[src/rtl/gate_serial_sched.sv]
// gate_serial_sched
//   Round-robin scheduler that shares one bit-serial gate unit among four
//   requesters. The winner's opcode and operands are latched at grant time.
//   They are then evaluated one bit per cycle, LSB first. The finished
//   WIDTH-bit result is returned with a one-cycle done pulse and the
//   requester id.
//
//   Optional feature macro: GATE_SCHED_ERR_EN
//     defined   -> adds output err, which is raised with done when the
//                  latched opcode is reserved (101-111)
//     undefined -> no err port; a reserved opcode silently yields result 0
//
// Ports
//   clk      in   rising-edge clock
//   reset    in   synchronous, active-high reset
//   req      in   [3:0]          level request per requester, held until done
//   op       in   [11:0]         op[3i+2:3i] = opcode of requester i
//   a        in   [4*WIDTH-1:0]  a[i*WIDTH +: WIDTH] = operand A of requester i
//   b        in   [4*WIDTH-1:0]  b[i*WIDTH +: WIDTH] = operand B of requester i
//   grant    out  [3:0]          one-hot owner of the unit, 0 when idle
//   busy     out                 high in RUN and DONE
//   done     out                 1-cycle pulse; result and done_id are valid
//   done_id  out  [1:0]          index of the finished requester
//   result   out  [WIDTH-1:0]    last result, held until the next done
//   err      out                 (GATE_SCHED_ERR_EN only) reserved opcode seen
//
// state  | meaning
// IDLE   | waiting for any req; arbitrate and latch operands
// RUN    | evaluate one bit per cycle, cnt = bit index
// DONE   | single cycle with done high and grant still held
module gate_serial_sched #(
  parameter int WIDTH = 8
) (
  input  logic               clk,
  input  logic               reset,
  input  logic [3:0]         req,
  input  logic [11:0]        op,
  input  logic [4*WIDTH-1:0] a,
  input  logic [4*WIDTH-1:0] b,
  output logic [3:0]         grant,
  output logic               busy,
  output logic               done,
  output logic [1:0]         done_id,
  output logic [WIDTH-1:0]   result
`ifdef GATE_SCHED_ERR_EN
  ,
  output logic               err
`endif
);

  localparam int CW = $clog2(WIDTH);

  localparam logic [1:0] S_IDLE = 2'd0;
  localparam logic [1:0] S_RUN  = 2'd1;
  localparam logic [1:0] S_DONE = 2'd2;

  logic [1:0]       state;
  logic [CW-1:0]    cnt;
  logic [1:0]       ptr;
  logic [2:0]       op_l;
  logic [WIDTH-1:0] a_l;
  logic [WIDTH-1:0] b_l;
  // Only WIDTH-1 bits are stored. The last bit goes straight into result
  // together with this register, so the LSB of a full-width register would
  // never be read.
  logic [WIDTH-2:0] result_sh;

  logic [1:0]       win;
  logic             found;
  logic [1:0]       idx;
  logic [2:0]       op_sel;
  logic [WIDTH-1:0] a_sel;
  logic [WIDTH-1:0] b_sel;
  logic             gate_out;
  logic [WIDTH-1:0] sh_next;

  function automatic logic gate_bit(input logic [2:0] o, input logic x, input logic y);
    case (o)
      3'b000:  gate_bit = ~x;
      3'b001:  gate_bit = ~(x & y);
      3'b010:  gate_bit = x & y;
      3'b011:  gate_bit = x | y;
      3'b100:  gate_bit = x ^ y;
      default: gate_bit = 1'b0;
    endcase
  endfunction

  // Scan ptr+1, ptr+2, ptr+3, ptr (mod 4). The last served requester is
  // checked last, which prevents starvation.
  always_comb begin
    win   = ptr;
    found = 1'b0;
    idx   = 2'd0;
    for (int k = 1; k <= 4; k++) begin
      idx = ptr + 2'(k);
      if (!found && req[idx]) begin
        win   = idx;
        found = 1'b1;
      end
    end
  end

  always_comb begin
    op_sel = 3'd0;
    a_sel  = '0;
    b_sel  = '0;
    for (int i = 0; i < 4; i++) begin
      if (2'(i) == win) begin
        op_sel = op[3*i +: 3];
        a_sel  = a[i*WIDTH +: WIDTH];
        b_sel  = b[i*WIDTH +: WIDTH];
      end
    end
  end

  assign gate_out = gate_bit(op_l, a_l[cnt], b_l[cnt]);
  assign sh_next  = {gate_out, result_sh};

  always_ff @(posedge clk) begin
    if (reset) begin
      state     <= S_IDLE;
      cnt       <= '0;
      ptr       <= 2'd3;
      op_l      <= 3'd0;
      a_l       <= '0;
      b_l       <= '0;
      result_sh <= '0;
      grant     <= 4'd0;
      busy      <= 1'b0;
      done      <= 1'b0;
      done_id   <= 2'd0;
      result    <= '0;
`ifdef GATE_SCHED_ERR_EN
      err       <= 1'b0;
`endif
    end else begin
      case (state)
        S_IDLE: begin
          if (req != 4'd0) begin
            grant <= 4'd1 << win;
            ptr   <= win;
            op_l  <= op_sel;
            a_l   <= a_sel;
            b_l   <= b_sel;
            cnt   <= '0;
            busy  <= 1'b1;
            state <= S_RUN;
          end
        end
        S_RUN: begin
          result_sh <= sh_next[WIDTH-1:1];
          cnt       <= cnt + CW'(1);
          if (cnt == CW'(WIDTH - 1)) begin
            result  <= sh_next;
            done    <= 1'b1;
            done_id <= ptr;
`ifdef GATE_SCHED_ERR_EN
            err     <= (op_l > 3'd4);
`endif
            state   <= S_DONE;
          end
        end
        S_DONE: begin
          grant <= 4'd0;
          busy  <= 1'b0;
          done  <= 1'b0;
`ifdef GATE_SCHED_ERR_EN
          err   <= 1'b0;
`endif
          state <= S_IDLE;
        end
        default: state <= S_IDLE;
      endcase
    end
  end

endmodule

[config.mk]
export PLATFORM = sky130hd
export DESIGN_NAME = gate_serial_sched
export DESIGN_NICKNAME = d
export VERILOG_FILES = /design/src/rtl/gate_serial_sched.sv
export SDC_FILE = /design/constraint.sdc
export NUM_CORES = 1
export LEC_CHECK = 0
export ABC_CLOCK_PERIOD_IN_PS = 3100
export CAP_MARGIN = 20
export CORE_ASPECT_RATIO = 0.7
export CORE_UTILIZATION = 46
export CTS_BUF_LIST = sky130_fd_sc_hd__clkbuf_2 sky130_fd_sc_hd__clkbuf_4 sky130_fd_sc_hd__clkbuf_8
export CTS_CLUSTER_SIZE = 28
export DETAILED_ROUTE_END_ITERATION = 8
export PLACE_DENSITY = 0.9
export SLEW_MARGIN = 20
export SYNTH_ARGS = -nofsm -noshare
export SYNTH_HDL_FRONTEND = slang
export SYNTH_SLANG_ARGS = --single-unit
[constraint.sdc]
create_clock -name clk -period 3.1 [get_ports clk]
set_input_delay 0.465 -clock clk [delete_from_list [all_inputs] [get_ports clk]]
set_output_delay 0.465 -clock clk [all_outputs]
set_load 0.01 [all_outputs]
; Word level (Yosys, flattened, before mapping)
; Index checks and enable logic that the tools add are counted.
[totals]
wordCells = 101
in_bits = 82
ff_bits = 49
out_inout_bits = 16
[op_classes]
magnitude_cmp = 5
reduce_logical = 19
bitwise = 5
eq_ne = 12
shifts = 1
muxes = 43
addsub = 4
[op_table]
columns = operator, count
row1 = two-way mux 8 bit, 8
row2 = two-way mux 3 bit, 5
row3 = "less-than comparator 2 x 3 -> 1 bit, second input constant", 4
row4 = two-way mux 2 bit, 6
row5 = AND reduction 2 bit, 6
row6 = two-way mux 1 bit, 11
row7 = binary-select mux 1 bit (select 2 bit), 4
row8 = case mux 4 bit (2 select lines), 1
row9 = binary-select mux 1 bit (select 3 bit), 2
row10 = "== test 3 x 2 -> 1 bit, second input constant", 2
row11 = "== test 3 bit, second input constant", 2
row12 = case mux 3 bit (2 select lines), 1
row13 = nonzero test 2 bit, 3
row14 = case mux 1 bit (5 select lines), 1
row15 = "adder 2 bit, second input constant", 2
row16 = "== test 2 bit, first input constant", 2
row17 = zero test 2 bit, 2
row18 = "less-than comparator 3 x 4 -> 1 bit, second input constant", 1
row19 = two-way mux 4 bit, 1
row20 = "!= test 2 bit, second input constant", 2
row21 = case mux 1 bit (2 select lines), 2
row22 = case mux 2 bit (2 select lines), 1
row23 = nonzero test 4 bit, 1
row24 = "<< shifter 1 x 2 -> 4 bit, first input constant", 1
row25 = 13 further kinds, 18

; Logic depth before layout (Yosys ltp)
[logic_depth]
word_depth = 18
mapped_depth = 9
mapped_depth_nobuf = 8

; Least setup slack after synthesis
; Ideal clock, no wire load.
[synth_path]
path_type = register to register
from = register cnt[0]
to = register result[7]
path_buffers = 1
arrival_time_ps = 2100
setup_ps = 86
period_less_slack_ps = 2186
slack_ps = 914
stages_incl_launch_ff = 9
required_ps = 3014
path_cell_list = dfxtp_1 > buf_6 > mux4_1 > mux2_4 > ha_1 > mux2i_1 > a311oi_1 > a311oi_1 > a211oi_1
[synth_between]
elab_chain_cells = 5
elab_cells_between_ends = 12
classes_between = 1 x eq/ne / 5 x mux / 5 x bitwise / 1 x reduce/logical
[synth_lines]
columns = item, line_no
row1 = "start, declared", 58  ; logic [CW-1:0] cnt;
row2 = "start signal, assigned", 152  ; cnt <= cnt + CW'(1);
row3 = binary-select mux 1 bit (select 3 bit), 116  ; assign gate_out = gate_bit(op_l, a_l[cnt], b_l[cnt]);
row4 = two-way mux 1 bit (implied by the code), 116
row5 = bitwise AND 1 bit, "80, 81"
row6 = NOT 1 bit, 80  ; 3'b001: gate_bit = ~(x & y);
row7 = case mux 1 bit (5 select lines), 78  ; case (o)
row8 = "end signal, assigned", 154  ; result <= sh_next;
row9 = "end, declared", 44  ; output logic [WIDTH-1:0] result
; Several ways; a longest one is shown, not always the timed one. The select of a mux whose other input is x is not followed.
; A chain may end at the register's enable or synchronous reset.

; Worst setup path after layout
[layout_path]
from = register cnt[0]
to = register result_sh[6]
[layout_between]
elab_chain_cells = 5
elab_cells_between_ends = 10
classes_between = 5 x mux / 5 x bitwise
[layout_lines]
columns = item, line_no
row1 = binary-select mux 1 bit (select 3 bit), 116
row2 = two-way mux 1 bit (implied by the code), 116
row3 = bitwise AND 1 bit, "80, 81"
row4 = NOT 1 bit, 80
row5 = case mux 1 bit (5 select lines) *, 78
row6 = "end signal, assigned", 151  ; result_sh <= sh_next[WIDTH-1:1];
row7 = "end, declared", 66  ; logic [WIDTH-2:0] result_sh;
; Every way passes the cells marked *; elsewhere a longest branch is shown, timed or not. The select of a mux whose other input is x is not followed.

==> impl_results.md <==
- Critical path data arrival time: between 2 and 3 ns
- #FFs+latches synth: 49
- Top-count cell post-synth: dfxtp_1
- Yosys top cell area share: about 37%
- Synthesized area: 0.002680 mm²
- CTS tree: done
- Pins Over Slew Limit: 0
- Switching share of power: 31.34%
- Final TNS setup: 0 ns
- Area delta synth->final: 40.90%
- Clock network fraction of design power: 24.4%
- Post-DP HPWL: 5535 µm
- Power per cell area: 420.3 mW/mm²
- Max Root-Sink Buffers: 2
- Hold buffers post-CTS: 0
- Yosys warns: 0
- Crit path time final: 2.642 ns
- Via density: 5.788
- Number of core rows: 22
- Synth Flop Type: dfxtp_1
- Gates resized, CTS repair: 0
- Max capacitance violation total: 0
- R2r worst-path depth: 7
- Post-route ant nets: 0
- First-pass GRT wire length: 12230 µm
- CTS root buffer: clkbuf_8
- Per-cell routed wire length: 15.49 µm
- Number of enable flip-flop cells after synthesis: 0
- Switching power: 497.5 µW
- Nets: 484
- Crit-path max FO: 7
- Synth area leader: dfxtp_1
- Vias post-DR: approximately 2.7k
- Final Cycle Share: between 80% and 90%
- Layout Utilization: 69.64%
- Leak: 1.433 nW
- Clk sink count: 49
- Status: finished, final reports clean
- Fillers: just over 400
- CTS buffer count: 5
- Commonest cells post-synth: dfxtp_1, nor2_1, nand2_1
- Gr ovfl total: 0
- Initial antenna violation count: 0
- Initial DRC count: 159
- Ys async rst share: 0%
- Hold Crit Class: reg -> reg
- GRT Resource Usage Total: 25.40%
- H-tree depth: 2
- Placed cell count: about 460
- Fmax: 0.3786 GHz
- Worst VDD drop: 0.2855 mV
- Die Area: 0.006140 mm²
- Worst skew pair latency: 0.31 ns
- Measured slew at the worst slew-check pin: 0.7371 ns
- Core Region: 0.005423 mm²
- Largest net degree at the start of global routing: 52
- Clk slew on worst S/H paths: 0.10 ns
- Sequential power share: 45.7%
- Ports: 98
- Combinational share of power: about 30%
- Post-Synthesis Net Count: 396
- Synth Instances: between 300 and 400
- Ant. Diodes: 0
- Synth Area per Inst: 8.645 µm²
- CP Capture Type: flop
- Critical Setup Path Class: reg -> reg
- Chip Width: 93.23 µm
- Drt first pass iters: 8
- Sequential share of the synthesized area: about 37%
- DRT Wirelength: 7296 µm
- RePlAce Congestion: 0.8328
- Reg area: a little under 0.001 mm²
- Initial Utilization: between 40% and 50%
- Layout cells sized above 1: ~6.3%
- Worst clock skew: 0.01124 ns
- Post-synth cell types: between 40 and 50
- Area contributors post-synth: dfxtp_1, mux2i_1, a211oi_1
- Vias in the first global route: 2720
- Multi-input logic area: about 0.0015 mm²
- Setup Buffers After CTS: 0
- P_int: 1.090 mW
- Port Buffer Count: 97
- Critical path data required time: around 3.3 ns
- Unrepaired setup endpoints after global routing: no
- # DRC: 0
- Die H: 65.86 µm
- Crit start category: flop
- Final Hold Fails: 0
- Hold Crit Depth: 2
- Final Setup Violations: 0
- Relative slew slack: 50.76%
- Final Non-Filler Cells: ~470
-- per-stage QoR --
step	instance area, µm²	setup WS, ns	hold WS (ns)	power (mW)
after floorplan	2680	0.9143	0.4321	1.020
after global placement	3685	0.5253	0.4432	1.192
after detailed placement	3685	0.3417	0.4473	1.211
after CTS	3776	0.4881	0.4610	1.586
after global routing	3776	0.3218	0.4847	1.653
final	3776	0.4584	0.4606	1.587
-- placed cells by master (no fill, tap or decap), types with 2 or more instances in the layout --
master / count
buf_4: 7
clkdlybuf4s50_1: 97
a311oi_1: 2
nor2b_1: 3
a21oi_1: 20
mux2i_1: 19
nor2_1: 38
o21ai_0: 2
ha_1: 4
o41ai_1: 2
a22oi_1: 4
o21ai_4: 2
nand3b_1: 2
inv_1: 20
a31oi_1: 17
nand2_1: 35
nor3b_1: 4
nand2b_1: 2
clkbuf_8: 5
a21o_1: 2
clkinv_4: 2
a2111oi_0: 16
dfxtp_1: 49
mux4_1: 4
a211oi_1: 23
-- area by class of cell --
type | count | share of cell area [%]
multi-input cells | 217 | 39.60
repair buffers | 105 | 27.63
flip-flops and latches | 49 | 25.98
well taps | 72 | 2.386
inverters | 20 | 1.988
clock buffers | 5 | 1.822
clock inverters | 3 | 0.5964
-- power groups by stage --
stage	logic (mW)	clock network, mW	registers, mW
CTS	0.474	0.388	0.724
global placement	0.457	0	0.736
detailed placement	0.473	0	0.738
floorplan	0.298	0	0.721
global route	0.517	0.405	0.731
finish	0.475	0.387	0.725
-- critical path, cell delays in order, from the launching register on --
cell	delay [ns]
dfxtp_1	0.55
mux4_1	0.60
mux2_4	0.31
ha_1	0.22
mux2i_1	0.17
a311oi_1	0.08
a311oi_1	0.42
a211oi_1	0.15
-- flip-flops by register name, summed over array words and instances, names as in the netlist --
| name | flops |
|---|---|
| b_l | 8 |
| ptr | 2 |
| grant | 4 |
| a_l | 8 |
| result_sh | 7 |
| busy | 1 |
| cnt | 3 |
| done_id | 2 |
| result | 8 |
| op_l | 3 |
| done | 1 |
| state | 2 |
-- final timing paths --
check	to	slack (ns)	start
setup / recovery	result_sh[6]$_SDFFE_PP0P_	0.46	cnt[0]$_SDFFE_PP0P_
setup reg to reg	result_sh[6]$_SDFFE_PP0P_	0.46	cnt[0]$_SDFFE_PP0P_
hold / removal	result[0]$_SDFFE_PP0P_	0.46	result_sh[0]$_SDFFE_PP0P_
hold reg to reg	result[0]$_SDFFE_PP0P_	0.46	result_sh[0]$_SDFFE_PP0P_
-- kinds of logic after synthesis --
group	count (synthesis)	share of synthesized area (%)
DFF	49	36.60
adders and majority gates	4	1.867
AOI/OAI and AO/OA	95	25.58
and+or+nand+nor	94	16.57
muxes	24	11.58
buffers and inverters	44	7.796
-- per-layer routing --
layer,routed length [µm],GRT usage [%],share of wire (%)
met2,3375,43.01,46
met1,3199,31.56,44
met4,127,8.462,1.7
met3,593,6.667,8.1
met5,0,0,0
Note: power is estimated with default switching activity, not from simulation.
